[src/rtl/mem_access_ctrl.sv]
// Load/store initiator for a strobe-triggered, big-endian, byte-addressed data memory.
// One request at a time; sub-word stores are done as read-modify-write.
module mem_access_ctrl #(
    parameter int MEM_BYTES     = 64,
    parameter int STROBE_CYCLES = 1
) (
    input  logic        clk,
    input  logic        reset,
    input  logic        req,
    input  logic        op_write,
    input  logic [1:0]  size,
    input  logic        sign_ext,
    input  logic [31:0] addr,
    input  logic [31:0] wdata,
    output logic        ready,
    output logic        done,
    output logic [31:0] rdata,
    output logic        err,
    output logic [31:0] mem_address,
    output logic [31:0] mem_write_data,
    output logic        mem_read,
    output logic        mem_write,
    input  logic [31:0] mem_read_data
);
    localparam int CW = (STROBE_CYCLES > 1) ? $clog2(STROBE_CYCLES) : 1;

    typedef enum logic [2:0] {IDLE, SETUP, RD_STB, WR_STB, GAP, MERGE, DONE} state_t;

    typedef struct packed {
        logic        op_write;
        logic [1:0]  size;
        logic        sign_ext;
        logic [1:0]  lane;
        logic [15:0] wdata;
    } req_t;

    state_t        state;
    req_t          cur;
    logic [CW-1:0] cnt;
    logic          wrote;
    logic [31:0]   rd_word;

    logic          illegal;
    logic [7:0]    lbyte;
    logic [15:0]   lhalf;
    logic [31:0]   load_ext;
    logic [31:0]   merged;

    always_comb begin
        illegal = (size == 2'b11) || (addr >= 32'(MEM_BYTES)) ||
                  (size == 2'b01 && addr[0]) || (size == 2'b10 && addr[1:0] != 2'b00);
    end

    // Lane select and extension for loads, lane replacement for sub-word stores.
    always_comb begin
        lbyte    = 8'h00;
        lhalf    = cur.lane[1] ? rd_word[15:0] : rd_word[31:16];
        load_ext = rd_word;
        merged   = rd_word;
        case (cur.lane)
            2'd0:    lbyte = rd_word[31:24];
            2'd1:    lbyte = rd_word[23:16];
            2'd2:    lbyte = rd_word[15:8];
            default: lbyte = rd_word[7:0];
        endcase
        case (cur.size)
            2'b00:   load_ext = {{24{cur.sign_ext & lbyte[7]}}, lbyte};
            2'b01:   load_ext = {{16{cur.sign_ext & lhalf[15]}}, lhalf};
            default: load_ext = rd_word;
        endcase
        if (cur.size == 2'b00) begin
            case (cur.lane)
                2'd0:    merged[31:24] = cur.wdata[7:0];
                2'd1:    merged[23:16] = cur.wdata[7:0];
                2'd2:    merged[15:8]  = cur.wdata[7:0];
                default: merged[7:0]   = cur.wdata[7:0];
            endcase
        end else if (cur.lane[1]) begin
            merged[15:0] = cur.wdata;
        end else begin
            merged[31:16] = cur.wdata;
        end
    end

    always_ff @(posedge clk or negedge reset) begin
        if (!reset) begin
            state          <= IDLE;
            cur            <= '0;
            cnt            <= '0;
            wrote          <= 1'b0;
            rd_word        <= '0;
            ready          <= 1'b1;
            done           <= 1'b0;
            err            <= 1'b0;
            rdata          <= '0;
            mem_address    <= '0;
            mem_write_data <= '0;
            mem_read       <= 1'b0;
            mem_write      <= 1'b0;
        end else begin
            done <= 1'b0;
            case (state)
                IDLE: if (req) begin
                    cur   <= '{op_write, size, sign_ext, addr[1:0], wdata[15:0]};
                    ready <= 1'b0;
                    wrote <= 1'b0;
                    if (illegal) begin
                        err   <= 1'b1;
                        done  <= 1'b1;
                        state <= DONE;
                    end else begin
                        err         <= 1'b0;
                        mem_address <= {addr[31:2], 2'b00};
                        if (op_write && size == 2'b10) mem_write_data <= wdata;
                        state <= SETUP;
                    end
                end
                SETUP: begin
                    cnt <= CW'(STROBE_CYCLES - 1);
                    if (cur.op_write && cur.size == 2'b10) begin
                        mem_write <= 1'b1;
                        wrote     <= 1'b1;
                        state     <= WR_STB;
                    end else begin
                        mem_read <= 1'b1;
                        state    <= RD_STB;
                    end
                end
                RD_STB: if (cnt == '0) begin
                    mem_read <= 1'b0;
                    rd_word  <= mem_read_data;
                    state    <= GAP;
                end else begin
                    cnt <= cnt - CW'(1);
                end
                WR_STB: if (cnt == '0) begin
                    mem_write <= 1'b0;
                    state     <= GAP;
                end else begin
                    cnt <= cnt - CW'(1);
                end
                // A store that has not written yet is mid-RMW: merge, then write.
                GAP: if (cur.op_write && !wrote) begin
                    mem_write_data <= merged;
                    state          <= MERGE;
                end else begin
                    if (!cur.op_write) rdata <= load_ext;
                    done  <= 1'b1;
                    state <= DONE;
                end
                MERGE: begin
                    cnt       <= CW'(STROBE_CYCLES - 1);
                    mem_write <= 1'b1;
                    wrote     <= 1'b1;
                    state     <= WR_STB;
                end
                DONE: begin
                    ready <= 1'b1;
                    state <= IDLE;
                end
                default: state <= IDLE;
            endcase
        end
    end
endmodule

[config.mk]
export PLATFORM = sky130hd
export DESIGN_NAME = mem_access_ctrl
export DESIGN_NICKNAME = d
export VERILOG_FILES = /design/src/rtl/mem_access_ctrl.sv
export SDC_FILE = /design/constraint.sdc
export NUM_CORES = 1
export LEC_CHECK = 0
export ABC_AREA = 1
export BUFFER_PORTS_ARGS = -buffer_cell sky130_fd_sc_hd__buf_2
export CAP_MARGIN = 20
export CORE_MARGIN = 2
export CORE_UTILIZATION = 40
export DETAILED_ROUTE_END_ITERATION = 6
export GPL_TIMING_DRIVEN = 0
export PLACE_DENSITY = 0.61
export SLEW_MARGIN = 20
export SYNTH_ARGS = -nofsm -noshare
export SYNTH_HDL_FRONTEND = slang
export SYNTH_SLANG_ARGS = --single-unit
[constraint.sdc]
create_clock -name clk -period 1.65 [get_ports clk]
set_input_delay 0.33 -clock clk [delete_from_list [all_inputs] [get_ports clk]]
set_output_delay 0.33 -clock clk [all_outputs]
set_load 0.005 [all_outputs]
==> impl_metrics.csv <==
group,metric,value,unit
outcome,run_status,"finished with violations",
outcome,violated_checks,"setup timing",
setup_path,startpoint_type,"flip-flop",
worst_hold_path,hold_start,"sign_ext",
setup_path,data_arrival_time_of_the_critical_path,2.05,ns
routing,drt_first_iter_violations,722,
cells_and_area,nets,1419,
clocking,max-clock-path-buffers,2,
routing,number_of_design_rule_violations_left_after_detail_routing,0,
setup_path,cp.buffers_inverters,2,
cells_and_area,final_cell_mix,"sky130_fd_sc_hd__nand2_1, sky130_fd_sc_hd__buf_2, sky130_fd_sc_hd__dfrtp_1",
synth,syn_area,8110,sq um
floorplan,core,20000,sq um
routing,ant_nets,0,
synth,distinct_cell_type_count_of_the_synthesized_netlist,35,
synth,post_synth_edffs,0,
synth,synth.yosys.warnings,0,
floorplan,fp.dieH,146,microns
synth,synth-main-ff-cell,"sky130_fd_sc_hd__dfrtp_1",
synth,synthesized_area_fraction_occupied_by_and_or_nand_nor_cells,28.6,%
floorplan,io_pins,204,
synth,synth-seq-area-share,48.4,%
synth,synth_top_family_by_area,"simple AND/OR/NAND/NOR gates",
sta,period_needed,1.67,ns
global_routing,grt_first_pass_wirelength,42100,microns
setup_path,critical_path_class,"reg -> reg",
sta,setup_repair_after_global_routing_missed_its_margin,"yes",
synth,avgSynthCellArea,7.51,sq um
worst_hold_path,holdCritPathClass,"in -> reg",
floorplan,chipWidth,146,microns
clocking,cts_tree,"done",
synth,synth_async_sr_flop_share,100,%
clocking,cts_root_buf,"sky130_fd_sc_hd__clkbuf_16",
sta,timing.final.crit_share,101,%
global_routing,grt_antenna_before_repair,0,
cells_and_area,register_cell_area_after_layout,3930,sq um
setup_path,crit_path_frequent_cell,"sky130_fd_sc_hd__nand2_4",
sta,hold_violations,0,
synth,yosys-mux-area-fraction,0,%
clocking,tritoncts_sinks,157,
synth,post_synth_inst_count,1080,
routing,post_drt_via_cell_ratio,5.02,
sta,hold-worst-slack,0.0961,ns
floorplan,num_rows,52,
global_routing,grt_use_total,25.3,%
power_and_ir_drop,design_power_total,0.0226,W
setup_path,worst-r2r-setup-slack,-0.02,ns
sta,pin_slew_with_the_least_headroom_to_its_limit,0.553,ns
routing,detail_route.wirelength,27200,microns
synth,synth_xor_xnor_area_share,0,%
sta,clock_skew,0.00900,ns
clocking,cts_inserted_buffers,17,
setup_path,critical_path.cell_chain,"nor2_4 > nand2_4 > nor2_8 > nand2_4 > o21bai_4 > buf_4 > buf_6 > nand3_1 > nand2_1",
sta,timing.max_slew.rel_slack,63.2,%
placed_design,gp_routability_congestion,0.923,
placed_design,detailed_place_hpwl,20400,microns
flow_run,drv_cap,0,
cells_and_area,finalInstanceArea,10500,sq um
cells_and_area,most_frequent_standard_cell_in_the_layout_excluding_fill_and_tap_cells,"sky130_fd_sc_hd__nand2_1",
floorplan,initial_core_util,40.5,%
placed_design,buffer_ports.inserted,201,
clocking,clk-insertion-delay-late,0.44,ns
sta,timing.final.max_slew_violations,0,
floorplan,area_enclosed_by_the_die_boundary,21400,sq um
cells_and_area,filler_cell_count,2023,
global_routing,grt_pass1_vias,7740,
setup_path,critical-path-top-delay-family,"simple AND/OR/NAND/NOR gates",
setup_path,reg2reg_depth,9,
setup_path,endpoint_kind,"flip-flop",
setup_path,crit-reg2reg-launch,"state[1]",
global_routing,grt_start_max_net_pins,98,
setup_path,critPathMaxFanout,10,
sta,finalSetupViolations,11,
routing,drtPass1Iterations,6,
sta,worst_slack,-0.0239,ns
clocking,cts.reportedPaths.clkPinSlew,0.07,ns
setup_path,rr_endpoint,"mem_write_data[30]",
worst_hold_path,worstHoldEndpoint,"cur[18]",
cells_and_area,drive_gt1_share,27.7,%
placed_design,pre_cts_ws,-0.244,ns
cells_and_area,syn2layout_area_growth,29.3,%
routing,vias,8031,
setup_path,crit_path_largest_cell_delay,0.44,ns
synth,synthAdderAreaFrac,0,%
routing,drt-wirelength-per-cell,17.0,microns
power_and_ir_drop,power.leakage,5.72,nW
sta,setup-tns-final,-0.0855,ns
synth,synth.ff_latch_count,157,
power_and_ir_drop,power-per-cell-area,2160,nW/um^2
clocking,cts_max_level,4,
setup_path,required,2.02,ns
placed_design,detailed_place.area,9500,sq um
global_routing,grt_total_ovfl,0,
setup_path,critical-path-slowest-cell,"sky130_fd_sc_hd__dfrtp_2",
synth,synth_compound_area_share,13.2,%
cells_and_area,multi_input_logic_area,3540,sq um
worst_hold_path,timing.hold.worst_path_depth,3,
power_and_ir_drop,peakVddDrop,0.00107,V
sta,max_freq,597,MHz
-- through the flow --
| step | cells | util, % |
|---|---|---|
| 2_1_floorplan | 1081 | - |
| 3_3_place_gp | 1552 | 47.2 |
| 3_5_place_dp | 1553 | 47.4 |
| 4_1_cts | 1589 | 51.2 |
| 5_1_grt | 1599 | 52.4 |
| 6_report | 1600 | 52.4 |
-- area by class of cell --
type,instances,area share (%)
antenna,1,0.0238
buffer,60,4.23
clock buffer,18,4.19
clock inverter,14,1.82
inverter,117,4.26
multi-input combinational,746,33.7
sequential,157,37.5
tap,270,3.22
timing repair buffer,217,11.0
-- worst max-delay path by stage --
stage | from | end | slack [ns] | cells after the start
after floorplan | state[1] | mem_write_data[10] | 0.16 | 9
after global placement | reset | mem_address[10] | -2.19 | 1
after detailed placement | state[0] | rd_word[24] | -0.24 | 3
after CTS | cur[16] | rdata[29] | -0.07 | 9
after global routing | state[1] | mem_write_data[25] | -0.09 | 9
final | state[1] | mem_write_data[30] | -0.02 | 9
-- kinds of logic (layout without fill, tap and decap cells) --
family / count (synthesis) / after routing
DFF: 157 / 157
and+or+nand+nor: 550 / 550
buffers and inverters: 178 / 426
other: 1 / 3
AOI/OAI and AO/OA: 194 / 194
-- metal layers --
metal	wire length, microns	GRT usage (%)	part of all wire, %
met4	868	9.61	3.2
met2	12000	38.8	44
met5	0	0	0
met1	12200	35.0	45
met3	2070	6.03	7.6
-- flip-flops by register name, summed over array words and instances, names as in the netlist --
name            cells
mem_write           1
done                1
rd_word            32
mem_address        30
mem_write_data     32
rdata              32
err                 1
ready               1
wrote               1
cur                22
mem_read            1
state               3
-- power breakdown --
group	total, W	internal, W	switching, W
logic	0.0120	0.00436	0.00761
clock network	0.00430	0.00249	0.00182
registers	0.00636	0.00543	0.000928
total	0.0226	0.0123	0.0104
-- repair_timing --
action | CTS | global route
resized for setup | 36 | 65
hold endpoints to repair | 60 | 0
setup endpoints to repair | 96 | 114
pin swaps | 1 | 5
setup buffers | 3 | 11
hold buffers | 1 | 0
-- cell usage after synthesis (2+ instances only) --
library cell,number,share of area (%)
sky130_fd_sc_hd__a21oi_1,29,1.8
sky130_fd_sc_hd__a2bb2oi_1,9,0.97
sky130_fd_sc_hd__a31oi_1,16,1.2
sky130_fd_sc_hd__buf_1,2,0.093
sky130_fd_sc_hd__buf_2,29,1.8
sky130_fd_sc_hd__buf_4,4,0.37
sky130_fd_sc_hd__buf_6,9,1.2
sky130_fd_sc_hd__clkbuf_1,17,0.79
sky130_fd_sc_hd__dfrtp_1,156,48
sky130_fd_sc_hd__inv_1,110,5.1
sky130_fd_sc_hd__inv_2,6,0.28
sky130_fd_sc_hd__nand2_1,341,16
sky130_fd_sc_hd__nand2_2,4,0.31
sky130_fd_sc_hd__nand2_4,5,0.69
sky130_fd_sc_hd__nand3_1,89,5.5
sky130_fd_sc_hd__nand4_1,2,0.15
sky130_fd_sc_hd__nor2_1,85,3.9
sky130_fd_sc_hd__nor2_4,2,0.28
sky130_fd_sc_hd__o21ai_0,110,6.8
sky130_fd_sc_hd__o21ai_1,16,0.99
sky130_fd_sc_hd__o221ai_1,6,0.65
sky130_fd_sc_hd__o22ai_1,5,0.39
sky130_fd_sc_hd__or2_2,16,1.2
-- worst reg2reg max path: stages, from the launching register on --
cell,delay [ns]
sky130_fd_sc_hd__dfrtp_2,0.44
sky130_fd_sc_hd__nor2_4,0.15
sky130_fd_sc_hd__nand2_4,0.09
sky130_fd_sc_hd__nor2_8,0.12
sky130_fd_sc_hd__nand2_4,0.07
sky130_fd_sc_hd__o21bai_4,0.26
sky130_fd_sc_hd__buf_4,0.17
sky130_fd_sc_hd__buf_6,0.12
sky130_fd_sc_hd__nand3_1,0.09
sky130_fd_sc_hd__nand2_1,0.09
Power figures use the tool's default switching activity.
